<file path="src/rtl/sr_ff_bank_if.sv">
// sr_ff_bank_if: control and status bundle for one sr_ff_bank instance.
//   en, s, r          per-channel enable / set request / reset request
//   sync_clr          synchronous load of the reset value into every channel
//   conflict_clr      clears the conflict sticky flags and counter
//   q                 stored channel state
//   rise, fall        one-cycle edge pulses aligned with q
//   conflict_sticky   per-channel latched S=R=1 flag
//   conflict_cnt      saturating count of cycles with any conflict
// master drives the requests and observes status; slave is the bank.
interface sr_ff_bank_if #(
    parameter int WIDTH = 8,
    parameter int CNT_W = 8
);
    logic [WIDTH-1:0] en;
    logic [WIDTH-1:0] s;
    logic [WIDTH-1:0] r;
    logic             sync_clr;
    logic             conflict_clr;
    logic [WIDTH-1:0] q;
    logic [WIDTH-1:0] rise;
    logic [WIDTH-1:0] fall;
    logic [WIDTH-1:0] conflict_sticky;
    logic [CNT_W-1:0] conflict_cnt;

    modport master (
        output en, s, r, sync_clr, conflict_clr,
        input  q, rise, fall, conflict_sticky, conflict_cnt
    );

    modport slave (
        input  en, s, r, sync_clr, conflict_clr,
        output q, rise, fall, conflict_sticky, conflict_cnt
    );
endinterface

</file>
<file path="src/rtl/sr_ff_bank.sv">
// sr_ff_bank: WIDTH independent set/reset flag bits with per-channel enable,
// a defined S=R=1 resolution (MODE), synchronous clear, registered edge
// pulses and conflict monitoring (sticky flags plus saturating counter).
// Ports:
//   clk      rising-edge clock
//   reset_n  asynchronous active-low reset (q=RESET_VAL, all status 0)
//   bus      sr_ff_bank_if.slave; its WIDTH/CNT_W must match this module's
// MODE: 0 hold, 1 set-dominant, 2 reset-dominant, 3 toggle.
module sr_ff_bank #(
    parameter int               WIDTH     = 8,
    parameter int               MODE      = 0,
    parameter logic [WIDTH-1:0] RESET_VAL = '0,
    parameter int               CNT_W     = 8
) (
    input logic         clk,
    input logic         reset_n,
    sr_ff_bank_if.slave bus
);

    if (MODE < 0 || MODE > 3) begin : g_bad_mode
        $error("sr_ff_bank: MODE must be 0..3");
    end
    if (WIDTH < 1 || WIDTH > 32) begin : g_bad_width
        $error("sr_ff_bank: WIDTH must be 1..32");
    end
    if (CNT_W < 2 || CNT_W > 16) begin : g_bad_cnt_w
        $error("sr_ff_bank: CNT_W must be 2..16");
    end

    localparam logic [CNT_W-1:0] CNT_MAX = '1;

    logic [WIDTH-1:0] q_r;
    logic [WIDTH-1:0] rise_r;
    logic [WIDTH-1:0] fall_r;
    logic [WIDTH-1:0] sticky_r;
    logic [CNT_W-1:0] cnt_r;

    logic [WIDTH-1:0] nq;
    logic [WIDTH-1:0] cf;
    logic [WIDTH-1:0] sticky_nxt;
    logic [CNT_W-1:0] cnt_nxt;

    always_comb begin
        nq = q_r;
        for (int i = 0; i < WIDTH; i++) begin
            if (bus.sync_clr) begin
                nq[i] = RESET_VAL[i];
            end else if (bus.en[i]) begin
                case ({bus.s[i], bus.r[i]})
                    2'b01:   nq[i] = 1'b0;
                    2'b10:   nq[i] = 1'b1;
                    2'b11: begin
                        if (MODE == 1)      nq[i] = 1'b1;
                        else if (MODE == 2) nq[i] = 1'b0;
                        else if (MODE == 3) nq[i] = ~q_r[i];
                        else                nq[i] = q_r[i];
                    end
                    default: nq[i] = q_r[i];
                endcase
            end
        end
    end

    // A conflict is counted in every MODE, but a sync_clr cycle masks it
    // because the request was never acted on.
    assign cf = bus.en & bus.s & bus.r & {WIDTH{~bus.sync_clr}};

    // New conflicts win over a simultaneous clear.
    assign sticky_nxt = cf | (sticky_r & ~{WIDTH{bus.conflict_clr}});

    always_comb begin
        cnt_nxt = cnt_r;
        if (bus.conflict_clr) begin
            cnt_nxt = (|cf) ? CNT_W'(1) : '0;
        end else if ((|cf) && (cnt_r != CNT_MAX)) begin
            cnt_nxt = cnt_r + CNT_W'(1);
        end
    end

    always_ff @(posedge clk or negedge reset_n) begin
        if (!reset_n) begin
            q_r      <= RESET_VAL;
            rise_r   <= '0;
            fall_r   <= '0;
            sticky_r <= '0;
            cnt_r    <= '0;
        end else begin
            q_r      <= nq;
            rise_r   <= nq & ~q_r;
            fall_r   <= ~nq & q_r;
            sticky_r <= sticky_nxt;
            cnt_r    <= cnt_nxt;
        end
    end

    assign bus.q               = q_r;
    assign bus.rise            = rise_r;
    assign bus.fall            = fall_r;
    assign bus.conflict_sticky = sticky_r;
    assign bus.conflict_cnt    = cnt_r;

endmodule

</file>
<file path="src/flat_wrapper.sv">
// flat-port wrapper written by rule: the top's interface ports become plain ports
module sr_ff_bank_flat 
#(
    parameter int               WIDTH     = 8,
    parameter int               MODE      = 0,
    parameter logic [WIDTH-1:0] RESET_VAL = '0,
    parameter int               CNT_W     = 8
)
  (clk, reset_n, bus_en, bus_s, bus_r, bus_sync_clr, bus_conflict_clr, bus_q, bus_rise, bus_fall, bus_conflict_sticky, bus_conflict_cnt);
  sr_ff_bank_if #(.WIDTH(WIDTH), .CNT_W(CNT_W)) bus_i ();
  input logic clk;
  input logic reset_n;
  input wire logic [$bits(bus_i.en)-1:0] bus_en;
  input wire logic [$bits(bus_i.s)-1:0] bus_s;
  input wire logic [$bits(bus_i.r)-1:0] bus_r;
  input wire logic [$bits(bus_i.sync_clr)-1:0] bus_sync_clr;
  input wire logic [$bits(bus_i.conflict_clr)-1:0] bus_conflict_clr;
  output wire logic [$bits(bus_i.q)-1:0] bus_q;
  output wire logic [$bits(bus_i.rise)-1:0] bus_rise;
  output wire logic [$bits(bus_i.fall)-1:0] bus_fall;
  output wire logic [$bits(bus_i.conflict_sticky)-1:0] bus_conflict_sticky;
  output wire logic [$bits(bus_i.conflict_cnt)-1:0] bus_conflict_cnt;
  assign bus_i.en = bus_en;
  assign bus_i.s = bus_s;
  assign bus_i.r = bus_r;
  assign bus_i.sync_clr = bus_sync_clr;
  assign bus_i.conflict_clr = bus_conflict_clr;
  assign bus_q = bus_i.q;
  assign bus_rise = bus_i.rise;
  assign bus_fall = bus_i.fall;
  assign bus_conflict_sticky = bus_i.conflict_sticky;
  assign bus_conflict_cnt = bus_i.conflict_cnt;
  sr_ff_bank #(.WIDTH(WIDTH), .MODE(MODE), .RESET_VAL(RESET_VAL), .CNT_W(CNT_W)) u_core (.clk(clk), .reset_n(reset_n), .bus(bus_i));
endmodule
</file>
<file path="config.mk">
export PLATFORM = sky130hd
export DESIGN_NAME = sr_ff_bank_flat
export DESIGN_NICKNAME = d
export VERILOG_FILES = /design/src/rtl/sr_ff_bank_if.sv /design/src/rtl/sr_ff_bank.sv /design/src/flat_wrapper.sv
export SDC_FILE = /design/constraint.sdc
export NUM_CORES = 1
export LEC_CHECK = 0
export CORE_AREA = 2 2 104 81
export DETAILED_ROUTE_END_ITERATION = 6
export DIE_AREA = 0 0 106 83
export GPL_ROUTABILITY_DRIVEN = 1
export SKIP_CTS_REPAIR_TIMING = 1
export SLEW_MARGIN = 20
export SYNTH_ARGS = -nofsm -noshare
export SYNTH_HDL_FRONTEND = slang
export SYNTH_SLANG_ARGS = --single-unit
</file>
<file path="constraint.sdc">
create_clock -name clk -period 3 [get_ports clk]
set_clock_uncertainty 0.2 [all_clocks]
set_input_delay 0.6 -clock clk [delete_from_list [all_inputs] [get_ports clk]]
set_output_delay 0.6 -clock clk [all_outputs]
set_load 0.005 [all_outputs]
</file>
==> results.txt <==
clock net sink count -> 40
Pleak -> 1.28 nW
cells along the critical path -> clkdlybuf4s50_1 -> buf_12 -> nand4b_1 -> nand4_2 -> nor2_2 -> or4_1 -> a21oi_1
wire length after detailed routing -> 4.44 mm
final net count -> 280
Syn Inst Count -> 172
Filler Cells Inserted -> 778
Max VDD drop -> 0.184 mV
Slew HR -> 41.6%
routability congestion estimate -> 0.772
setup repair after global routing missed its margin -> false
crit path capture type -> register
area share of the leading cell type in the synthesized netlist -> 52.7%
total buffers and inverters traversed by the critical path -> 2
root buffer cell -> clkbuf_8
pin count of the biggest net entering global routing -> 41
path class of the lowest-slack min-delay path -> input pin to async pin
sum of negative setup slack -> 0 ns
outcome -> finished clean
Boundary Pins -> 68
achievable clock frequency -> 0.430 GHz
Final Hold Violating Endpoints -> 0
Worst Path Arrival -> 2.34 ns
part of the power in the clock network -> 36.2%
core area -> 0.00774 mm^2
number of violations reported at the end of detailed-routing iteration 0 -> 38
vias in the first global route -> 1519
final max-slew violation count -> 0
clock-pin slew on the worst setup and hold paths -> 0.08 ns
critical-path cell with the highest stage delay -> or4_1
antenna violations before repair -> 0
Mean Syn Cell Area -> 11.0 um^2
final worst hold slack -> 0.224 ns
endpoint of the worst register-to-register path -> u_core.bus.conflict_cnt[5]$_DFFE_PN0P_
Antenna diodes -> 0
HPWL Detailed -> 3.44 mm
combinational cell fraction of total power -> 16.0%
later-pin clock latency in the skew report -> 0.29 ns
measured slew at the worst slew-check pin -> 0.875 ns
Reg area -> 0.00100 mm^2
delay of the slowest cell on the worst path -> 0.50 ns
Setup crit start -> bus_sync_clr
Min Clock Period, post-route -> 2.32 ns
total iterations of the first detailed-routing run -> 4
most common cell after layout, fill and taps aside -> clkdlybuf4s50_1
Finish-stage setup viols -> 0
width of the die -> 106 um
Finished Layout Cells -> 349
most frequent cells in the layout -> clkdlybuf4s50_1 (66), dfrtp_1 (40), inv_1 (18)
worst path required time -> 3.02 ns
global-route wire length before repair -> 7.46 mm
multi-input gate area in the final layout -> 806 um^2
Die Height -> 83 um
share of total power consumed by net switching -> 24.5%
mean number of vias per cell -> 4.34
worst-case register-to-register setup slack -> 1.19 ns
internal power -> 0.000914 W
top cell family by delay on the critical path -> simple AND/OR/NAND/NOR gates
number of unique standard cell types used by synthesis -> 30
Post-Synthesis Net Count -> 209
Syn. warnings -> 0
fraction of layout cells with a size suffix above 1 -> 7.79%
routed vias -> 1516
Clock H-tree levels -> 2
total track usage -> 10.7%
Bufs on Longest Clock Path -> 2
register area share after synthesis -> 52.7%
Critical Path End -> u_core.bus.conflict_cnt[7]$_DFFE_PN0P_
Switch Pwr -> 0.000296 W
power per cell area -> 430 mW/mm^2
share of the cycle needed by the critical path after routing -> 77.5%
TritonCTS buffer count -> 5
DRC errors left -> 0
CTS tree -> yes
sequential cell fraction of total power -> 47.7%
number of placement rows -> 28
synth-to-layout area growth -> 47.9%
Initial Util -> 24.5%
number of register bits inferred by synthesis -> 40
total of buffers placed on input and output ports -> 67
critical path class -> input pin to register
placed instance count -> 341
Startpoint Class -> input pin
library cell with the largest summed area after synthesis -> dfrtp_1
max cap viols -> 0
Remaining Overflow, GRT -> 0
area of the mapped netlist -> 0.00190 mm^2
cell count of the worst reg-to-reg path -> 5
dominant cells by area after synthesis -> dfrtp_1 (53%), ha_1 (5.9%), nand4b_4 (5.0%), mux2i_1 (4.7%), inv_1 (3.6%)
post-detailed-route count of antenna-violating nets -> 0
critical-path maximum fanout -> 32
launch point of the worst reg-to-reg path -> u_core.bus.conflict_cnt[0]$_DFFE_PN0P_
average wire per standard cell -> 12.7 um
depth of the critical timing path with buffers and inverters included -> 7
Die Area -> 0.00880 mm^2
## Yosys cell counts
master	count
a21oi_1	5
and4_1	1
buf_6	1
clkbuf_1	4
dfrtp_1	40
ha_1	9
inv_1	18
mux2i_1	9
nand2_1	4
nand2b_1	8
nand3_1	3
nand3b_1	1
nand4_1	1
nand4_2	2
nand4b_1	4
nand4b_4	4
nor2_1	17
nor2_2	1
nor2b_1	1
nor3_1	8
nor3b_1	1
nor4b_1	1
o21a_1	8
o21ai_0	12
o21ai_2	1
o21bai_1	1
o31ai_1	1
o41ai_1	1
or3_1	2
or4_1	3
## kinds of logic after synthesis
kind of cell | Yosys count | synth area share [%]
and+or+nand+nor | 62 | 22.4
DFF | 40 | 52.7
AOI/OAI and AO/OA | 29 | 9.35
buffers and inverters | 23 | 4.94
muxes | 9 | 4.74
adders and majority gates | 9 | 5.93
## registers in the layout, summed over array words and instances (netlist names)
register / cells
u_core.bus.conflict_cnt: 8
u_core.bus.conflict_sticky: 8
u_core.bus.fall: 8
u_core.bus.q: 8
u_core.bus.rise: 8
## routing by layer
layer  track usage, %  vias to the layer above  wire [um]
met2             16.1                       48       1970
met5                0                        -          0
met3             4.55                        5        373
met1             14.0                      722       2050
li1                 -                      741          -
met4             2.87                        0         43
## power groups by stage
stage	clock, W	sequential, W	combinational [W]
CTS	0.000453	0.000578	0.000199
global placement	0	0.000589	0.000194
detailed placement	0	0.000589	0.000198
global route	0.000475	0.000581	0.000218
floorplan	0	0.000588	0.0000762
finish	0.000438	0.000577	0.000194
## worst register-to-register path, delay by kind of cell, from the launching register on
family	cells	cell delay, ns
flops	1	0.44
compound gates	2	0.28
fa+ha+maj	1	0.28
simple gates	2	0.54
## through the flow
step | total power, W | cell area [um^2] | setup WS (ns) | utilization (%)
floorplan | 0.000664 | 1900 | 1.06 | -
global placement | 0.000783 | 2700 | 0.416 | 34.9
detailed placement | 0.000787 | 2700 | 0.368 | 34.9
CTS | 0.00123 | 2810 | 0.677 | 36.3
global route | 0.00127 | 2810 | 0.580 | 36.3
finish | 0.00121 | 2810 | 0.676 | 36.3
## layout make-up
type,count,share of cell area [%]
clock inverters,3,1.51
inverters,18,2.40
well taps,105,4.67
flip-flops and latches,40,35.6
clock buffers,5,2.45
repair buffers,69,24.7
multi-input cells,109,28.7
## worst min path at each step
| stage | from | end |
|---|---|---|
| finish | reset_n | u_core.bus.rise[5]$_DFF_PN0_ |
| global route | reset_n | u_core.bus.fall[5]$_DFF_PN0_ |
| CTS | reset_n | u_core.bus.fall[6]$_DFF_PN0_ |
| detailed placement | u_core.bus.q[4]$_DFF_PN0_ | u_core.bus.rise[4]$_DFF_PN0_ |
| global placement | u_core.bus.q[2]$_DFF_PN0_ | u_core.bus.rise[2]$_DFF_PN0_ |
| floorplan | reset_n | u_core.bus.conflict_cnt[0]$_DFFE_PN0P_ |
(Power assumes the default switching activity.)
